File: src/rtl/rps_round_ctrl.sv
// Rock-paper-scissors match controller: collects one move per player per round, judges,
// keeps round-win scores and ends the match on a target score or when the match timer runs out.
module rps_round_ctrl #(
  parameter int unsigned WIN_SCORE = 3
) (
  input  logic       clk,
  input  logic       reset,
  input  logic       start,
  input  logic       p1_valid,
  input  logic       p2_valid,
  input  logic [1:0] p1_move,
  input  logic [1:0] p2_move,
  input  logic       timer_expired,
  output logic       timer_go,
  output logic       round_done,
  output logic [1:0] round_result,
  output logic [2:0] score1,
  output logic [2:0] score2,
  output logic       match_over,
  output logic [1:0] winner
);

  localparam logic [2:0] WinScore = 3'(WIN_SCORE);
  localparam logic [1:0] Rock     = 2'b00;
  localparam logic [1:0] Paper    = 2'b01;
  localparam logic [1:0] Scissors = 2'b10;
  localparam logic [1:0] Illegal  = 2'b11;

  typedef enum logic [2:0] {StIdle, StCollect, StJudge, StReport, StOver} state_e;

  state_e     state_q, state_d;
  logic [1:0] move1_q, move1_d, move2_q, move2_d;
  logic       lock1_q, lock1_d, lock2_q, lock2_d;
  logic       armed_q, armed_d;
  logic [1:0] result_q, result_d, winner_q, winner_d;
  logic [2:0] score1_q, score1_d, score2_q, score2_d;
  logic       time_up, p1_beats, p2_beats;

  // The timer level is only meaningful once it has been seen running (low) at least once.
  assign time_up = armed_q & timer_expired;

  assign p1_beats = (move1_q == Rock     && move2_q == Scissors) ||
                    (move1_q == Scissors && move2_q == Paper)    ||
                    (move1_q == Paper    && move2_q == Rock);
  assign p2_beats = (move2_q == Rock     && move1_q == Scissors) ||
                    (move2_q == Scissors && move1_q == Paper)    ||
                    (move2_q == Paper    && move1_q == Rock);

  always_comb begin
    state_d    = state_q;
    move1_d    = move1_q;
    move2_d    = move2_q;
    lock1_d    = lock1_q;
    lock2_d    = lock2_q;
    result_d   = result_q;
    winner_d   = winner_q;
    score1_d   = score1_q;
    score2_d   = score2_q;
    timer_go   = (state_q != StIdle);
    round_done = 1'b0;
    match_over = 1'b0;
    armed_d    = armed_q | ((state_q != StIdle) & ~timer_expired);

    case (state_q)
      StIdle: begin
        if (start) begin
          state_d  = StCollect;
          score1_d = '0;
          score2_d = '0;
          lock1_d  = 1'b0;
          lock2_d  = 1'b0;
          armed_d  = 1'b0;
        end
      end
      StCollect: begin
        if (time_up) begin
          state_d = StOver;
        end else if (lock1_q && lock2_q) begin
          state_d = StJudge;
        end else begin
          if (!lock1_q && p1_valid && p1_move != Illegal) begin
            move1_d = p1_move;
            lock1_d = 1'b1;
          end
          if (!lock2_q && p2_valid && p2_move != Illegal) begin
            move2_d = p2_move;
            lock2_d = 1'b1;
          end
        end
      end
      StJudge: begin
        state_d = StReport;
        if (p1_beats) begin
          result_d = 2'b01;
          if (score1_q < WinScore) score1_d = score1_q + 3'd1;
        end else if (p2_beats) begin
          result_d = 2'b10;
          if (score2_q < WinScore) score2_d = score2_q + 3'd1;
        end else begin
          result_d = 2'b00;
        end
      end
      StReport: begin
        round_done = 1'b1;
        lock1_d    = 1'b0;
        lock2_d    = 1'b0;
        if (score1_q == WinScore || score2_q == WinScore || time_up) begin
          state_d = StOver;
        end else begin
          state_d = StCollect;
        end
      end
      StOver: begin
        match_over = 1'b1;
      end
      default: state_d = StIdle;
    endcase

    // Winner is frozen from the scores at the moment the match ends.
    if (state_d == StOver && state_q != StOver) begin
      if (score1_q > score2_q)      winner_d = 2'b01;
      else if (score2_q > score1_q) winner_d = 2'b10;
      else                          winner_d = 2'b00;
    end
  end

  always_ff @(posedge clk) begin
    if (reset) begin
      state_q  <= StIdle;
      move1_q  <= '0;
      move2_q  <= '0;
      lock1_q  <= 1'b0;
      lock2_q  <= 1'b0;
      armed_q  <= 1'b0;
      result_q <= '0;
      winner_q <= '0;
      score1_q <= '0;
      score2_q <= '0;
    end else begin
      state_q  <= state_d;
      move1_q  <= move1_d;
      move2_q  <= move2_d;
      lock1_q  <= lock1_d;
      lock2_q  <= lock2_d;
      armed_q  <= armed_d;
      result_q <= result_d;
      winner_q <= winner_d;
      score1_q <= score1_d;
      score2_q <= score2_d;
    end
  end

  assign round_result = result_q;
  assign score1       = score1_q;
  assign score2       = score2_q;
  assign winner       = winner_q;

endmodule

File: config.mk
export PLATFORM = sky130hd
export DESIGN_NAME = rps_round_ctrl
export DESIGN_NICKNAME = d
export VERILOG_FILES = /design/src/rtl/rps_round_ctrl.sv
export SDC_FILE = /design/constraint.sdc
export NUM_CORES = 1
export LEC_CHECK = 0
export ABC_AREA = 1
export ABC_CLOCK_PERIOD_IN_PS = 1650
export BUFFER_PORTS_ARGS = -buffer_cell sky130_fd_sc_hd__clkbuf_2
export CAP_MARGIN = 10
export CELL_PAD_IN_SITES_DETAIL_PLACEMENT = 1
export CELL_PAD_IN_SITES_GLOBAL_PLACEMENT = 1
export CORE_ASPECT_RATIO = 0.75
export CORE_MARGIN = 5
export CORE_UTILIZATION = 30
export CTS_CLUSTER_SIZE = 40
export DETAILED_ROUTE_END_ITERATION = 12
export HOLD_SLACK_MARGIN = 0.1
export PLACE_DENSITY_LB_ADDON = 0.1
export SETUP_SLACK_MARGIN = 0.5
export SLEW_MARGIN = 10
export SYNTH_ARGS = -nofsm -noshare
export SYNTH_HDL_FRONTEND = slang
export SYNTH_SLANG_ARGS = --single-unit
File: constraint.sdc
create_clock -name clk -period 1.65 [get_ports clk]
set_clock_uncertainty 0.05 [all_clocks]
set_input_delay 0.0825 -clock clk [delete_from_list [all_inputs] [get_ports clk]]
set_output_delay 0.0825 -clock clk [all_outputs]
set_load 0.02 [all_outputs]
==> After elaboration in Yosys (flattened, before gate mapping) <==
Cells that the tools add are included.
{ "op_classes": {"n_addsub": 2, "order_cmp": 4, "n_eq_ne": 24, "n_mux": 30, "n_bitwise": 6, "reduce_logical": 32} }
{ "ops": {"columns": ["operator", "count"], "rows": [
  ["$mux 3", 10],
  ["$ne 2x2->1 const B", 12],
  ["$pmux 3 s5", 1],
  ["$reduce_and 5->1", 3],
  ["$eq 3x2->1 const B", 4],
  ["$logic_and 1x1->1", 12],
  ["$pmux 3 s2", 2],
  ["$reduce_and 4->1", 3],
  ["$mux 1", 11],
  ["$mux 2", 4],
  ["$add 3x1->3 const B", 2],
  ["$eq 3x3->1 const B", 2],
  ["$gt 3x3->1", 2],
  ["$logic_or 1x1->1", 6],
  ["$lt 3x2->1 const B", 2],
  ["$pmux 1 s3", 2],
  ["$reduce_bool 3->1", 2],
  ["$eq 2x1->1 const B", 2],
  ["$eq 2x2->1 const B", 2],
  ["$logic_not 2->1", 2],
  ["$eq 3x1->1 const B", 1],
  ["$logic_not 3->1", 1],
  ["$ne 3x3->1 const B", 1],
  ["$not 1->1", 3],
  ["4 further kinds", 6]
]} }
{ "word_totals": {"register_bits": 20, "inputBits": 10, "out_inout_bits": 13, "word_cells": 108} }

==> Logic depth before layout (Yosys ltp) <==
Gate-level depths: netlist of the first run.
{ "logic_depth": {"depth_word": 7, "mapped_depth": 9, "ltp_nobuf": 9} }

==> Worst setup path after synthesis of the first run <==
OpenSTA, ideal clock, no wires.
{ "synth_timing": {"path_type": "register -> register", "from": "register score1_q[0], in the netlist score1[0]", "to": "register score1_q[2], in the netlist score1[2]", "setup_ps": 64, "arrival_time_ps": 1353, "t_required_ps": 1536, "setup_slack_ps": 183, "path_stages_with_launch": 7, "path_buffers": 0, "synth_period_minus_slack_ps": 1467, "path_cell_list": "dfxtp_1 -> ha_1 -> ha_1 -> or2_2 -> nand3_1 -> nand2_1 -> nor2_1"} }
{ "synth_via": {"elab_chain_len": 4, "word_cells_on_any_way": 7, "classes_between": "add/sub (1); order compare (1); eq/ne (1); mux (3); reduce/logical (1)"} }
{ "synth_lines": {"columns": ["item", "line_no", "text"], "rows": [
  ["start, declared", "36", "logic [2:0] score1_q, score1_d, score2_q, score2_d;"],
  ["start signal, assigned", "148", "score1_q <= score1_d;"],
  ["$add 3x1->3", "95", "if (score1_q < WinScore) score1_d = score1_q + 3'd1;"],
  ["$mux 3", "95", null],
  ["$mux 3", "93", "if (p1_beats) begin"],
  ["$pmux 3 s2", "64", "case (state_q)"]
]} }
Several ways; a longest one is shown, not always the timed one. The select of a mux whose other input is x is not followed.
A chain may end at the register's enable or synchronous reset.

==> Worst setup path after layout of the first run <==
{ "layout_timing": {"from": "register score2_q[1], in the netlist score2[1]", "to": "register winner_q[1], in the netlist winner[1]"} }
{ "layout_via": {"elab_chain_len": 7, "word_cells_on_any_way": 11, "classes_between": "order compare (2); eq/ne (2); mux (4); reduce/logical (3)"} }
{ "layout_lines": {"columns": ["item", "line_no", "text"], "rows": [
  ["start, declared", "36", null],
  ["start signal, assigned", "149", "score2_q <= score2_d;"],
  ["$eq 3x2->1", "107", "if (score1_q == WinScore || score2_q == WinScore || time_up) begin"],
  ["$logic_or 1x1->1 (2 in series)", "107", null],
  ["$mux 3", "107", null],
  ["$pmux 3 s5", "64", null],
  ["$eq 3x3->1", "120", "if (state_d == StOver && state_q != StOver) begin"],
  ["$logic_and 1x1->1", "120", null],
  ["end signal, assigned", "147", "winner_q <= winner_d;"],
  ["end, declared", "35", "logic [1:0] result_q, result_d, winner_q, winner_d;"]
]} }
Several ways; a longest one is shown, not always the timed one.

==> run metrics, run 1 <==
status=completed; global-route wire length before repair=6510 µm; antenna viol nets, final=0; Final Hold Fails=0; Syn Area/Cell=7.06 µm²; diode count=0; Max VDD drop=389 µV; HPWL after DPL=2690 µm; Reg clk slew, reported paths=0.08 ns; die area=5190 µm²; fin crit share=85.6%; # fillers=443; # setup viols final=0; gp weighted congestion=0.829; Clk Latency, worst-skew pair=0.26 ns; area of the multi-input gates=940 µm²; setup tns final=0 ns; post-synthesis cell area=1150 µm²; row count=19; CTS Buffer Depth=2; Max Freq=0.708 GHz; total length of routed wires=4610 µm; Period minus WS final=1.41 ns; Hold Crit Class=input port to flip-flop; Starting Density=31.2%; RSZ-0062 raised after global routing=true; Seq/Total Area, Yosys=34.8%; crit start category=flip-flop; CTS buffer count=3; initial antenna violation count=0; Root Driver=clkbuf_8; number of global-route vias before repair=1313; max-cap violation count=0; Req. time, crit path=1.75 ns; H-tree Lvls=1; cells after synthesis=163; GRT Residual Overflow=0; crit path DAT=1.52 ns; count of unique library cells instantiated by Yosys=25; die span in x=81.5 µm; P&R area growth vs syn=72.8%; worst slew pin tran=0.517 ns; Synthesis Warnings=0; Die H=63.6 µm; final core occ=54.0%; DRC violations left=0; Max Slew Vio Count=0; share of post-route cells with drive strength above 1=56.6%; relative slew slack=65.5%; iteration count of the initial detailed-routing pass=4; CORE AREA=3680 µm²; kind of critical path=flip-flop to flip-flop; post-synthesis net count=180; NumNets Final=238; most frequent cells in the layout=28 x nand2_1, 19 x clkbuf_2, 18 x buf_4, 14 x a21oi_1, 13 x inv_1; WHS Path Cells=3; most common cell after layout, fill and taps aside=nand2_1; CP Max Fanout=4; PD cells=615 nW/µm²; CTS tree=yes; Leak=0.871 nW; Buffers on Ports=22; FF+latch area=433 µm²; routed len/inst=17.0 µm; clock sink total=20; Via density=4.99; DR vias=1352; IO Pins=23; GRT Total Usage=16.4%; r2r worst-path depth=8; largest net degree at the start of global routing=14; Iter 0 DRT Violations=47; crit path capture type=flip-flop; Synth Register Bits=20
[logic make-up after synthesis]
| family | count (synthesis) | synth area share (%) |
|---|---|---|
| and+or+nand+nor | 84 | 34.8 |
| AOI/OAI and AO/OA | 32 | 15.5 |
| buffers and inverters | 20 | 7.28 |
| DFF | 20 | 34.8 |
| adders and majority gates | 7 | 7.61 |
[cell usage after synthesis, drive strengths merged]
master,instances,share of area (%)
o211a,1,0.87
dfxtp,20,35
clkinv,1,0.76
nor3,2,1.3
nor2,22,7.4
nand2,40,14
or2,5,2.9
a21oi,21,10
a31oi,2,1.1
nand3,11,6.7
buf,1,0.65
nand4,4,2.7
ha,7,7.6
o21ai,8,3.5
inv,18,5.9
[through the flow]
stage / hold slack [ns] / std cells / setup slack (ns) / total power, mW / area, µm²
after floorplan: 0.0942 / 163 / 0.346 / 0.690 / 1250
after CTS: 0.105 / 260 / 0.316 / 1.14 / 1760
after global placement: 0.306 / 236 / 0.267 / 0.750 / 1420
after detailed placement: 0.316 / 236 / 0.229 / 0.760 / 1420
final: 0.0927 / 271 / 0.238 / 1.22 / 1990
after global routing: 0.130 / 271 / 0.154 / 1.29 / 1990
[area by class of cell]
cell class | count | area share [%]
clock buffer | 3 | 2.08
multi-input combinational | 124 | 47.2
inverter | 19 | 4.97
timing repair buffer | 52 | 20.4
timing repair inverter | 1 | 0.252
sequential | 20 | 21.8
tap | 52 | 3.27
[report_power, final]
group | leakage [nW] | internal, mW | switching, mW
clock | 0.0216 | 0.163 | 0.163
combinational | 0.679 | 0.159 | 0.202
sequential | 0.170 | 0.503 | 0.0343
total | 0.871 | 0.824 | 0.399
[per-layer routing]
layer	track usage, %	wire length, µm	up-vias
li1	-	-	654
met5	0	0	-
met3	4.13	161	15
met2	28.8	2400	32
met4	4.01	153	0
met1	19.5	1890	651
[critical path: stages, from the launching register on]
cell and delay [ns]:
dfxtp_4 0.37, ha_4 0.16, ha_4 0.16, nor2_4 0.14, nand2_2 0.08, nand2_2 0.08
nand2_4 0.07, o21ai_2 0.12, a21oi_1 0.07
[path summary, 6_finish.rpt]
check	start	end	slack [ns]
min	p2_move[1]	move2_q[1]$_SDFFE_PP0P_	0.09
max reg2reg	score2[1]$_SDFFE_PP0P_	winner[1]$_SDFFE_PP0P_	0.24
min reg2reg	round_result[1]$_SDFFE_PP0P_	round_result[1]$_SDFFE_PP0P_	0.43
max	score2[1]$_SDFFE_PP0P_	winner[1]$_SDFFE_PP0P_	0.24
[state kept, by name (all words and copies together) (netlist names)]
signal	cells
move2_q	2
winner	2
move1_q	2
lock1_q	1
round_result	2
state_q	3
lock2_q	1
score2	3
score1	3
armed_q	1
[timing repair]
action / CTS / global route
endpoints found under the setup margin: 19 / 21
pin swaps: 14 / 17
setup buffers: 15 / 10
resized for setup: 33 / 44
hold endpoints to repair: 8 / 1
hold buffers: 4 / 1
gates cloned: 2 / 0
No activity file was read; power rests on OpenSTA's default activity.
==> run 2: changes to the inputs <==
--- a/config.mk
+++ b/config.mk
@@ -8,7 +8,6 @@
 export ABC_AREA = 1
 export ABC_CLOCK_PERIOD_IN_PS = 1650
 export BUFFER_PORTS_ARGS = -buffer_cell sky130_fd_sc_hd__clkbuf_2
-export CAP_MARGIN = 10
 export CELL_PAD_IN_SITES_DETAIL_PLACEMENT = 1
 export CELL_PAD_IN_SITES_GLOBAL_PLACEMENT = 1
 export CORE_ASPECT_RATIO = 0.75
@@ -18,6 +17,7 @@
 export DETAILED_ROUTE_END_ITERATION = 12
 export HOLD_SLACK_MARGIN = 0.1
 export PLACE_DENSITY_LB_ADDON = 0.1
+export REMOVE_ABC_BUFFERS = 1
 export SETUP_SLACK_MARGIN = 0.5
 export SLEW_MARGIN = 10
 export SYNTH_ARGS = -nofsm -noshare
==> run 2 against run 1 <==
Count of clock-buffer cells in the layout rose by 1; final cell count shrank 3.7%; total power shrank 3.1%; highest routed layer unchanged.
==> run metrics, run 2 (same netlist as run 1, synthesis figures left out) <==
antenna viol nets, final=0 (unchanged); post-route insts no fill=261 (-3.7%); Via density=4.80 (-3.7%); Buffers on Ports=22 (unchanged); largest net degree at the start of global routing=14 (unchanged); clock sink total=20 (unchanged); kind of critical path=flip-flop to output pin; Final Hold Fails=0 (unchanged); Pint=830 µW (+0.63%); crit path DAT=1.27 ns (-0.25 ns); Max Slew Vio Count=0 (unchanged); status=completed; relative slew slack=69.0% (+3.5 points); global-route wire length before repair=6090 µm (-6.4%); routed len/inst=14.3 µm (-16%); CP Buf/Inv Count=2 (+2); most frequent cells in the layout=33 x nand2_1, 19 x clkbuf_2, 17 x a21oi_1, 16 x nor2_1, 15 x buf_4; RSZ-0062 raised after global routing=true; Net Switching=356 µW (-11%); final worst setup slack=0.243 ns (+0.00444 ns); Comb pwr share=23.3% (-6.2 points); CTS Buffer Depth=2 (unchanged); Reg clk slew, reported paths=0.08 ns (about the same); CP delay by family, top=flip-flops; H-tree Lvls=1 (unchanged); Max Freq=0.711 GHz (+0.32%); DRC violations left=0 (unchanged); worst path cell trace=buf_4 > nor3_4 > clkbuf_8; Starting Density=31.2% (unchanged); row count=19 (unchanged); Root Driver=clkbuf_8; gp weighted congestion=0.778 (-6.1%); Iter 0 DRT Violations=32 (-32%); setup tns final=0 ns (unchanged); Hold Crit Class=input port to flip-flop; Clk network pwr share=31.9% (+5.3 points); Max VDD drop=357 µV (-8.3%); CTS buffer count=3 (unchanged); Die H=63.6 µm (unchanged); Sw Share=30.0% (-2.6 points); P&R area growth vs syn=53.9%; sequential power share=44.8% (+0.9 points); CORE AREA=3680 µm² (unchanged); Clk Latency, worst-skew pair=0.26 ns (about the same); NumNets Final=227 (-4.6%); initial antenna violation count=0 (unchanged); die span in x=81.5 µm (unchanged); dpl cell area=1320 µm² (-6.9%); pre-CTS setup slack=0.122 ns (-0.107 ns); diode count=0 (unchanged); DR vias=1254 (-7.2%); iteration count of the initial detailed-routing pass=4 (unchanged); number of global-route vias before repair=1311 (-0.15%); CTS tree=yes; share of post-route cells with drive strength above 1=45.9% (-11 points); Leak=0.788 nW (-9.6%); PD cells=669 nW/µm² (+8.8%); IO Pins=23 (unchanged); Req. time, crit path=1.52 ns (-0.23 ns); # setup viols final=0 (unchanged); GRT Total Usage=15.3% (-1.1 points); fin crit share=85.3% (-0.27 points); final core occ=48.1% (-5.9 points); crit start category=flip-flop; Final Cell Area=1770 µm² (-11%); Crit path largest cell delay=0.36 ns (about the same); Period minus WS final=1.41 ns (-0.00444 ns); crit path capture type=output pin; cell total after placement=236 (unchanged); max-cap violation count=0 (unchanged); HPWL after DPL=2560 µm (-4.7%); CP max stage cell=dfxtp_4; total length of routed wires=3720 µm (-19%); worst slew pin tran=0.465 ns (-0.0526 ns); die area=5190 µm² (unchanged); CP Max Fanout=4 (unchanged); most common cell after layout, fill and taps aside=nand2_1; GRT Residual Overflow=0 (unchanged)
[run 2: cell type report]
class                           instances  area, µm²
Clock buffer                            4       55.1
Fill cell                             461       1910
Inverter                               19       88.8
Multi-Input combinational cell        123        832
Sequential cell                        20        429
Tap cell                               52       65.1
Timing Repair Buffer                   43        302
[run 2: power groups by stage]
| stage | Sequential, mW | Clock [mW] | Combinational (mW) |
|---|---|---|---|
| 2_1_floorplan | 0.547 | 0 | 0.128 |
| 6_report | 0.530 | 0.379 | 0.276 |
| 3_3_place_gp | 0.540 | 0 | 0.196 |
| 3_5_place_dp | 0.542 | 0 | 0.202 |
| 4_1_cts | 0.531 | 0.398 | 0.263 |
| 5_1_grt | 0.534 | 0.418 | 0.306 |
[run 2: per-layer routing]
metal,share of wire [%],GRT usage [%],vias up
met4,0.70,3.16,0
li1,-,-,631
met5,0,0,-
met3,3.1,3.99,2
met1,46,19.0,607
met2,51,26.2,14
[run 2: repair_timing]
| item | CTS | global route |
|---|---|---|
| buffers inserted | 12 | 4 |
| hold buffers | 5 | 0 |
| gates resized for setup | 56 | 13 |
| pin swaps | 9 | 6 |
| hold endpoints to repair | 9 | 0 |
| endpoints found under the setup margin | 22 | 22 |
[run 2: path summary, 6_finish.rpt]
check	depth (start not counted)	slack [ns]	end	from
max	3	0.24	round_done	state_q[2]$_SDFF_PP0_
min	3	0.12	move2_q[0]$_SDFFE_PP0P_	p2_move[0]
max reg2reg	6	0.28	winner[1]$_SDFFE_PP0P_	state_q[2]$_SDFF_PP0_
min reg2reg	2	0.43	round_result[1]$_SDFFE_PP0P_	round_result[1]$_SDFFE_PP0P_
[run 2: per-stage QoR]
step | hold slack [ns] | power [mW]
global placement | 0.307 | 0.736
floorplan | 0.102 | 0.675
CTS | 0.102 | 1.19
detailed placement | 0.321 | 0.744
finish | 0.122 | 1.19
global route | 0.104 | 1.26
[run 2: worst reg2reg max path: cells and delay by family, from the launching register on]
| family | cells | cell delay, ns |
|---|---|---|
| AOI/OAI and AO/OA | 2 | 0.22 |
| buffers and inverters | 1 | 0.15 |
| DFF | 1 | 0.36 |
| and+or+nand+nor | 3 | 0.52 |
==> run 3: changes to the inputs <==
--- a/config.mk
+++ b/config.mk
@@ -6,7 +6,7 @@
 export NUM_CORES = 1
 export LEC_CHECK = 0
 export ABC_AREA = 1
-export ABC_CLOCK_PERIOD_IN_PS = 1650
+export ABC_CLOCK_PERIOD_IN_PS = 1600
 export BUFFER_PORTS_ARGS = -buffer_cell sky130_fd_sc_hd__clkbuf_2
 export CELL_PAD_IN_SITES_DETAIL_PLACEMENT = 1
 export CELL_PAD_IN_SITES_GLOBAL_PLACEMENT = 1
@@ -15,6 +15,7 @@
 export CORE_UTILIZATION = 30
 export CTS_CLUSTER_SIZE = 40
 export DETAILED_ROUTE_END_ITERATION = 12
+export GPL_ROUTABILITY_DRIVEN = 1
 export HOLD_SLACK_MARGIN = 0.1
 export PLACE_DENSITY_LB_ADDON = 0.1
 export REMOVE_ABC_BUFFERS = 1
==> constraint.sdc (replaced) <==
create_clock -name clk -period 1.6 [get_ports clk]
set_clock_uncertainty 0.05 [all_clocks]
set_input_delay 0.08 -clock clk [delete_from_list [all_inputs] [get_ports clk]]
set_output_delay 0.08 -clock clk [all_outputs]
set_load 0.02 [all_outputs]
==> run 3 against run 2 <==
Final area is 9.8% higher; worst setup slack got worse by 0.0017 ns; critical path depth grew 4; flip-flop and latch count unchanged; global-route usage rose by 0.70 points.
==> run metrics, run 3 (same netlist as run 1, synthesis figures left out) <==
RSZ-0062 raised after global routing=true; largest net degree at the start of global routing=14 (unchanged); iteration count of the initial detailed-routing pass=4 (unchanged); Reg clk slew, reported paths=0.08 ns (about the same); Iter 0 DRT Violations=46 (+44%); Die H=63.6 µm (unchanged); Hold Crit Class=input port to flip-flop; NumNets Final=238 (+4.8%); share of post-route cells with drive strength above 1=53.2% (+7.2 points); row count=19 (unchanged); # fillers=455 (-1.3%); fin crit share=84.9%; Reg-to-Reg Start=state_q[0]$_SDFF_PP0_; final core occ=52.8% (+4.7 points); global-route wire length before repair=6460 µm (+6.0%); CP Max Fanout=7 (+3); kind of critical path=flip-flop to flip-flop; Leak=0.869 nW (+10%); FF+latch area=429 µm² (unchanged); worst slew pin tran=0.454 ns (-0.0106 ns); die span in x=81.5 µm (unchanged); status=completed; Req. time, crit path=1.71 ns (+0.19 ns); area of the multi-input gates=897 µm² (+7.8%); most frequent cells in the layout=32 x nand2_1, 24 x buf_4, 18 x clkbuf_2, 15 x nor2_1, 14 x a21oi_1; Starting Density=31.2% (unchanged); GRT Total Usage=16.0% (+0.70 points); Hold EP=move1_q[0]$_SDFFE_PP0P_; Root Driver=clkbuf_8; CORE AREA=3680 µm² (unchanged); gp weighted congestion=0.810 (+4.2%); flop-to-flop setup slack=0.24 ns (-0.04 ns); CTS buffer count=3 (unchanged); Max Freq=0.736 GHz; GRT Residual Overflow=0 (unchanged); H-tree Lvls=1 (unchanged); clock sink total=20 (unchanged); Buffers on Ports=22 (unchanged); CTS Buffer Depth=2 (unchanged); worst hold start=p1_move[0]; cell total after placement=237 (+0.42%); DR vias=1308 (+4.3%); Max VDD drop=382 µV (+7.0%); WHS Path Cells=3 (unchanged); Clk Latency, worst-skew pair=0.26 ns (about the same); max-cap violation count=0 (unchanged); reg2reg end=score1[2]$_SDFFE_PP0P_; DRC violations left=0 (unchanged); CTS tree=yes; final worst setup slack=0.241 ns (-0.00172 ns); antenna viol nets, final=0 (unchanged); diode count=0 (unchanged); Via density=4.81 (about the same); total length of routed wires=3990 µm (+7.3%); most common cell after layout, fill and taps aside=nand2_1; HPWL after DPL=2590 µm (+1.2%); initial antenna violation count=0 (unchanged); routed len/inst=14.7 µm (+3.0%); relative slew slack=69.7% (+0.71 points); P&R area growth vs syn=69.0%; # setup viols final=0 (unchanged); Final Hold Fails=0 (unchanged); crit path DAT=1.47 ns (+0.20 ns); die area=5190 µm² (unchanged); pre-CTS setup slack=0.124 ns (+0.00201 ns); Max Slew Vio Count=0 (unchanged); setup tns final=0 ns (unchanged); number of global-route vias before repair=1355 (+3.4%); Period minus WS final=1.36 ns; r2r worst-path depth=7 (+1); PD cells=657 nW/µm² (-1.8%); IO Pins=23 (unchanged); post-route insts no fill=272 (+4.2%); crit path capture type=flip-flop; crit start category=flip-flop
[run 3: changes by cell type in the layout (fill, tap and decap cells not counted), moves of 3 or more]
cell | before | now
buf_6 | 2 | 5
a21oi_1 | 17 | 14
dfxtp_2 | 5 | 8
buf_4 | 15 | 24
[run 3: through the flow]
step                      cell area [µm²]  hold slack, ns  total power, mW
final                                1950          0.0996             1.28
after global routing                 1950           0.102             1.36
after CTS                            1810           0.111             1.26
after detailed placement             1330           0.317            0.770
after global placement               1330           0.306            0.759
after floorplan                      1140          0.0991            0.696
[run 3: worst max-delay path by stage]
| stage | from | endpoint | slack (ns) | cells past startpoint |
|---|---|---|---|---|
| floorplan | score1[0]$_SDFFE_PP0P_ | score1[2]$_SDFFE_PP0P_ | 0.13 | 6 |
| global placement | score1[1]$_SDFFE_PP0P_ | winner[0]$_SDFFE_PP0P_ | 0.17 | 8 |
| detailed placement | score1[1]$_SDFFE_PP0P_ | winner[0]$_SDFFE_PP0P_ | 0.12 | 8 |
| CTS | score1[1]$_SDFFE_PP0P_ | score1[2]$_SDFFE_PP0P_ | 0.28 | 6 |
| global route | state_q[0]$_SDFF_PP0_ | lock1_q$_SDFFE_PP0P_ | 0.16 | 9 |
| finish | state_q[0]$_SDFF_PP0_ | score1[2]$_SDFFE_PP0P_ | 0.24 | 7 |
[run 3: layout make-up]
cell class / count / area share (%)
well taps: 52 / 3.34
inverters: 19 / 4.82
clock buffers: 4 / 2.83
repair buffers: 54 / 20.8
multi-input cells: 123 / 46.1
flip-flops and latches: 20 / 22.1
[run 3: metal layers]
layer / track usage, % / routed length [µm] / vias up
li1: - / - / 652
met3: 3.99 / 141 / 2
met4: 1.90 / 12 / 0
met5: 0 / 0 / -
met2: 28.2 / 2070 / 15
met1: 19.9 / 1770 / 639
[run 3: what timing repair did]
action | CTS | global route
hold buffers | 4 | 1
pin swaps | 19 | 9
resized for setup | 70 | 21
endpoints found under the setup margin | 22 | 24
hold endpoints to repair | 8 | 1
buffers inserted | 17 | 9
[run 3: worst max-delay path: stages (launching register included)]
cell	delay, ns
dfxtp_4	0.37
inv_6	0.08
nand3_4	0.14
buf_6	0.16
a21oi_4	0.23
nand3_2	0.09
nand2_1	0.07
nor2_1	0.06
[run 3: report_power, final]
part | total [mW] | internal (mW) | leakage (nW) | switching, mW
Combinational | 0.335 | 0.150 | 0.670 | 0.185
Sequential | 0.548 | 0.520 | 0.170 | 0.0280
Clock | 0.395 | 0.219 | 0.0288 | 0.176
Total | 1.28 | 0.889 | 0.869 | 0.389
